$ cat src/rtl/hex_scan_driver.sv
// Time-multiplexed hex scan driver for one shared 7-segment decoder. New values load through a ready/load handshake and apply only at frame boundaries.
// Optional leading-zero blanking: define HEX_SCAN_LZB_EN.
module hex_scan_driver #(
    parameter int TICK_DIV   = 50000,
    parameter int NUM_DIGITS = 4
) (
    input  logic                    clock,
    input  logic                    resetn,
    input  logic                    load,
    input  logic [4*NUM_DIGITS-1:0] value,
    output logic                    ready,
    output logic                    a,
    output logic                    b,
    output logic                    c,
    output logic                    d,
    output logic [NUM_DIGITS-1:0]   an
);

    localparam int PW = $clog2(TICK_DIV);
    localparam int IW = (NUM_DIGITS > 1) ? $clog2(NUM_DIGITS) : 1;

    typedef enum logic {IDLE, PENDING} state_t;

    logic [PW-1:0]           prescaler_reg;
    logic [IW-1:0]           idx_reg;
    logic [4*NUM_DIGITS-1:0] display_reg;
    logic [4*NUM_DIGITS-1:0] shadow_reg;
    logic [3:0]              nib_reg;
    logic [NUM_DIGITS-1:0]   an_reg;
    state_t                  state_reg, state_next;

    logic                    tick;
    logic                    frame_end;
    logic                    shadow_load;
    logic                    display_load;
    logic [3:0]              nib_next;
    logic [NUM_DIGITS-1:0]   an_next;

    assign tick      = (prescaler_reg == PW'(TICK_DIV - 1));
    assign frame_end = tick && (idx_reg == IW'(NUM_DIGITS - 1));

    always_ff @(posedge clock or negedge resetn) begin
        if (!resetn) begin
            prescaler_reg <= '0;
            idx_reg       <= '0;
        end else if (tick) begin
            prescaler_reg <= '0;
            if (idx_reg == IW'(NUM_DIGITS - 1))
                idx_reg <= '0;
            else
                idx_reg <= idx_reg + 1'b1;
        end else begin
            prescaler_reg <= prescaler_reg + 1'b1;
        end
    end

    always_ff @(posedge clock or negedge resetn) begin
        if (!resetn)
            state_reg <= IDLE;
        else
            state_reg <= state_next;
    end

    // A load accepted on a frame_end cycle lands in PENDING and waits a full frame.
    always_comb begin
        state_next   = state_reg;
        shadow_load  = 1'b0;
        display_load = 1'b0;
        case (state_reg)
            IDLE: begin
                if (load) begin
                    shadow_load = 1'b1;
                    state_next  = PENDING;
                end
            end
            PENDING: begin
                if (frame_end) begin
                    display_load = 1'b1;
                    state_next   = IDLE;
                end
            end
            default: state_next = IDLE;
        endcase
    end

    always_ff @(posedge clock or negedge resetn) begin
        if (!resetn) begin
            shadow_reg  <= '0;
            display_reg <= '0;
        end else begin
            if (shadow_load)
                shadow_reg <= value;
            if (display_load)
                display_reg <= shadow_reg;
        end
    end

`ifdef HEX_SCAN_LZB_EN
    // upper_zero[gi]: nibbles gi..NUM_DIGITS-1 are all zero.
    logic [NUM_DIGITS-1:0] upper_zero;
    for (genvar gi = 0; gi < NUM_DIGITS; gi++) begin : g_upper_zero
        assign upper_zero[gi] = ~|display_reg[4*NUM_DIGITS-1:4*gi];
    end
`endif

    always_comb begin
        nib_next = display_reg[4*idx_reg +: 4];
        an_next  = ~(NUM_DIGITS'(1) << idx_reg);
`ifdef HEX_SCAN_LZB_EN
        if ((idx_reg != '0) && upper_zero[idx_reg])
            an_next = '1;
`endif
    end

    always_ff @(posedge clock or negedge resetn) begin
        if (!resetn) begin
            nib_reg <= 4'h0;
            an_reg  <= '1;
        end else begin
            nib_reg <= nib_next;
            an_reg  <= an_next;
        end
    end

    assign {a, b, c, d} = nib_reg;
    assign an           = an_reg;
    assign ready        = (state_reg == IDLE);

endmodule

$ cat config.mk
export PLATFORM = sky130hd
export DESIGN_NAME = hex_scan_driver
export DESIGN_NICKNAME = d
export VERILOG_FILES = /design/src/rtl/hex_scan_driver.sv
export SDC_FILE = /design/constraint.sdc
export NUM_CORES = 1
export LEC_CHECK = 0
export ABC_AREA = 1
export BUFFER_PORTS_ARGS = -buffer_cell sky130_fd_sc_hd__buf_2
export CAP_MARGIN = 20
export CORE_ASPECT_RATIO = 1.4
export CORE_MARGIN = 1
export CORE_UTILIZATION = 29
export DETAILED_ROUTE_END_ITERATION = 16
export PLACE_DENSITY = 0.56
export SYNTH_ARGS = -nofsm -noshare
export SYNTH_HDL_FRONTEND = slang
export SYNTH_SLANG_ARGS = --single-unit
export TNS_END_PERCENT = 5
$ cat constraint.sdc
create_clock -name clock -period 3.17 [get_ports clock]
set_input_delay 0 -clock clock [delete_from_list [all_inputs] [get_ports clock]]
set_output_delay 0 -clock clock [all_outputs]
set_load 0.01 [all_outputs]
## Word-level counts from Yosys, hierarchy flattened

Cells that the tools add are included.

- $add $sub $neg: 2
- Eq/ne operators: 2
- Shifts and indexed selects: 2
- Mux-type cells: 8
- Bitwise gates (word level): 2
- Reductions and logical operators: 1

Operator list:

| kind | count |
|---|---|
| $add A16 B1 Y16 const B | 1 |
| $eq A16 B16 Y1 const B | 1 |
| $mux W16 | 1 |
| $shiftx A16 B5 Y4 | 1 |
| $mux W1 | 5 |
| $not A4 Y4 | 1 |
| $shl A1 B2 Y4 const A | 1 |
| $add A2 B1 Y2 const B | 1 |
| $eq A2 B2 Y1 const B | 1 |
| $mux W2 | 1 |
| $pmux W1 S2 | 1 |
| $logic_and A1 B1 Y1 | 1 |
| $not A1 Y1 | 1 |

- Register bits after elaboration: 59
- Output and inout port bits: 9
- Logic and storage cells: 24

## Logic depth before layout (Yosys ltp)

- Word-level depth: 4
- Gate-level depth with buffers: 9
- Gate-level depth less buffers: 9

## Least setup slack after synthesis

Ideal clock, no wire load.

- Path type: reg2reg
- Start point: register prescaler_reg[0]
- End point: register display_reg[1]
- Arrival: 1245 ps
- Setup slack: 1808 ps
- Stages on the path, launching flop included: 10
- Path buffers: 1
- Period minus slack after synthesis: 1362 ps
- Path through: dfrtp_1 > ha_1 > nand2_2 > clkinv_2 > nand2_4 > nor2_8 > nand3_4 > buf_6 > nand2_1 > nand2_1

- Word-level cells in the longest chain between the ends: 4

RTL lines:

| what | line | text |
|---|---|---|
| from (decl) | 24 | `logic [PW-1:0] prescaler_reg;` |
| from (signal assigned) | 53 | `prescaler_reg <= prescaler_reg + 1'b1;` |
| $eq A16 B16 Y1 | 39 | `assign tick = (prescaler_reg == PW'(TICK_DIV - 1));` |
| $logic_and A1 B1 Y1 | 40 | `assign frame_end = tick && (idx_reg == IW'(NUM_DIGITS - 1));` |
| $mux W1 | 77 | `if (frame_end) begin` |
| $mux W1 | 69 | `case (state_reg)` |
| to (signal assigned) | 94 | `display_reg <= shadow_reg;` |
| to (decl) | 26 | `logic [4*NUM_DIGITS-1:0] display_reg;` |

Every way passes these cells.
A chain may end at the register's enable or synchronous reset.

## Worst setup path in the final report

- Start point: register idx_reg[0]
- End point: register display_reg[9]

- Word-level cells in the longest chain between the ends: 4

RTL lines:

| what | line | text |
|---|---|---|
| from (decl) | 25 | `logic [IW-1:0] idx_reg;` |
| from (signal assigned) | 51 | `idx_reg <= idx_reg + 1'b1;` |
| $eq A2 B2 Y1 | 40 |  |
| $logic_and A1 B1 Y1 | 40 |  |
| $mux W1 | 77 |  |
| $mux W1 | 69 |  |

Every way passes these cells.

==> results_dict.tcl <==
set metrics [dict create \
    sequentialPowerShare_pct 43.0 \
    setup_viol 0 \
    rsz0062_at_grt "no" \
    period_minus_slack_ns 1.84 \
    fin_nets 359 \
    crit_path_start_kind "register" \
    synth_cell_types 33 \
    vias 2092 \
    globalplace.congestion 0.832 \
    cp.required_ns 3.42 \
    violations "design-rule violations" \
    via_per_inst 4.68 \
    final_common_cell "nand2_1" \
    core_area_um2 9080 \
    final_cell_mix "68 x nand2_1, 55 x dfrtp_1, 34 x nor2_1, 27 x buf_2, 23 x inv_1" \
    synth_nets 308 \
    grtUsageTotal_pct 12.4 \
    synth_area_leaders "dfrtp_1 51%, nand2_1 9.4%, mux2_2 6.6%" \
    worstMarginPinSlew_ns 0.692 \
    cts_resized 0 \
    combPwrFrac_pct 3.4 \
    htree_levels 3 \
    relSlewSlack_pct 53.9 \
    power.total_mw 1.84 \
    start_util_pct 30.0 \
    cts_buffers 9 \
    cts_root_buffer "clkbuf_16" \
    netSwitchingFraction_pct 19.3 \
    drive_above_1_share_pct 22.9 \
    syn_inst 284 \
    grt_max_degree 32 \
    power_leakage_nw 1.77 \
    hold_viol_final 0 \
    final_cells 447 \
    drt_wl_total_um 5480 \
    fp.dieW_um 83.9 \
    crit_path_end_kind "register" \
    fmax_ghz 0.542 \
    drcViolationCount 2 \
    clkTransAtPathRegs_ns 0.05 \
    finalCritPeriodShare_pct 58.2 \
    ys_seq_area_share_pct 54.4 \
    drv_cap 0 \
    die_h_um 117 \
    pin_count 28 \
    antenna_found_initial 0 \
    synth_top_cell_by_area "dfrtp_1" \
    crit_type "reg -> reg" \
    synth_area_um2 2720 \
    grt_remaining_overflow 0 \
    fin_worst_skew_ns 0.00562 \
    final_util_pct 38.0 \
    grt_pass1_vias 2066 \
    rrSetupSlack_ns 1.33 \
    ys_warn_count 0 \
    p_sw_uw 356 \
    grt_pass1_wl_um 9580 \
    arrival_ns 2.10 \
    cts_tree "yes" \
    synth_top_area_share_pct 50.6 \
    avgSynthCellArea_um2 9.58 \
    row_count 41 \
    placedCellCount 413 \
    dr.pass1.iters 11 \
    vdd_drop_max_uv 345 \
    internal_power_mw 1.49 \
    dieArea_um2 9780 \
    wl_per_cell_um 12.3 \
    drv_slew 0 \
    cts.sinks 59 \
    clk_path_buf_depth 2 \
    clkPwrFrac_pct 53.6 \
    hold_path.class "in -> async" \
    n_antenna_cell 0 \
    portBuffers 27 \
    p_per_area_nw_per_um2 534 \
    hold_buffers 18 \
    tns_ns 0 \
    drtIter0Drc 93 \
    status "finished, violations left" \
    cp_max_fo 17 \
    postCtsSetupBuffers 0 \
    clock_latency_ns 0.32 \
    ant_nets 0 \
    synth-seq-cells 59 \
    area_growth_pct 26.8 \
    place_hpwl_um 3860 \
]
critical path, cell delays in order (launching register included):
cell and delay [ns]:
dfrtp_1 0.50, ha_1 0.27, nand2_1 0.06, clkinv_1 0.40, nand3_4 0.38, nand2_1 0.10, nand2_1 0.07
power by group through the flow:
stage	registers, mW	logic, mW	clock network [mW]
2_1_floorplan	0.799	0.0202	0
3_3_place_gp	0.803	0.0475	0
3_5_place_dp	0.804	0.0488	0
4_1_cts	0.791	0.0657	1.01
5_1_grt	0.794	0.0724	1.04
6_report	0.792	0.0635	0.987
per-stage QoR:
stage / setup slack (ns) / cell area (µm²) / hold WS (ns)
after floorplan: 1.81 / 2720 / -0.296
after global placement: 1.43 / 2960 / 0.0891
after detailed placement: 1.31 / 2960 / 0.0835
after CTS: 1.28 / 3450 / 0.294
after global routing: 1.15 / 3450 / 0.330
final: 1.33 / 3450 / 0.269
synthesized netlist by cell type (all sizes together):
cell type	count
a31oi	1
clkbuf	1
inv	24
ha	5
nand3b	1
nand3	14
nor3	2
nand2	71
xnor2	1
o21ai	11
o22ai	4
dfstp	4
mux2	16
nor2	39
nand4	17
a21oi	2
clkinv	4
o21bai	2
buf	5
or2	1
xor2	4
dfrtp	55
worst paths after layout:
path,cells past startpoint,end,start
min in group clock,3,shadow_reg[4]$_DFFE_PN0P_,value[4]
max reg2reg,6,display_reg[9]$_DFFE_PN0P_,idx_reg[0]$_DFFE_PN0N_
min,2,prescaler_reg[12]$_DFF_PN0_,resetn
max,6,display_reg[9]$_DFFE_PN0P_,idx_reg[0]$_DFFE_PN0N_
min reg2reg,1,prescaler_reg[0]$_DFF_PN0_,prescaler_reg[0]$_DFF_PN0_
max in group asynchronous,3,an[3]$_DFF_PN1_,resetn
area by class of cell:
class	instances	area, µm²
flip-flops and latches	59	1480
fillers	892	5630
repair buffers	46	323
multi-input cells	191	1090
inverters	28	106
clock inverters	4	47.5
clock buffers	12	267
well taps	107	134
kinds of logic after synthesis:
family | count (synthesis) | synth area share, %
simple gates | 145 | 25.5
flops | 59 | 54.4
buf+inv | 34 | 5.47
compound gates | 20 | 4.09
mux | 16 | 6.62
xor+xnor | 5 | 1.61
fa+ha+maj | 5 | 2.30
routing by layer:
metal / vias to the layer above / GRT usage (%) / share of wire, %
met1: 1013 / 14.1 / 44
li1: 1034 / - / -
met4: 0 / 6.32 / 1.3
met2: 39 / 22.3 / 53
met5: - / 0 / 0
met3: 6 / 2.40 / 2.5
Note: power is estimated with default switching activity, not from simulation.
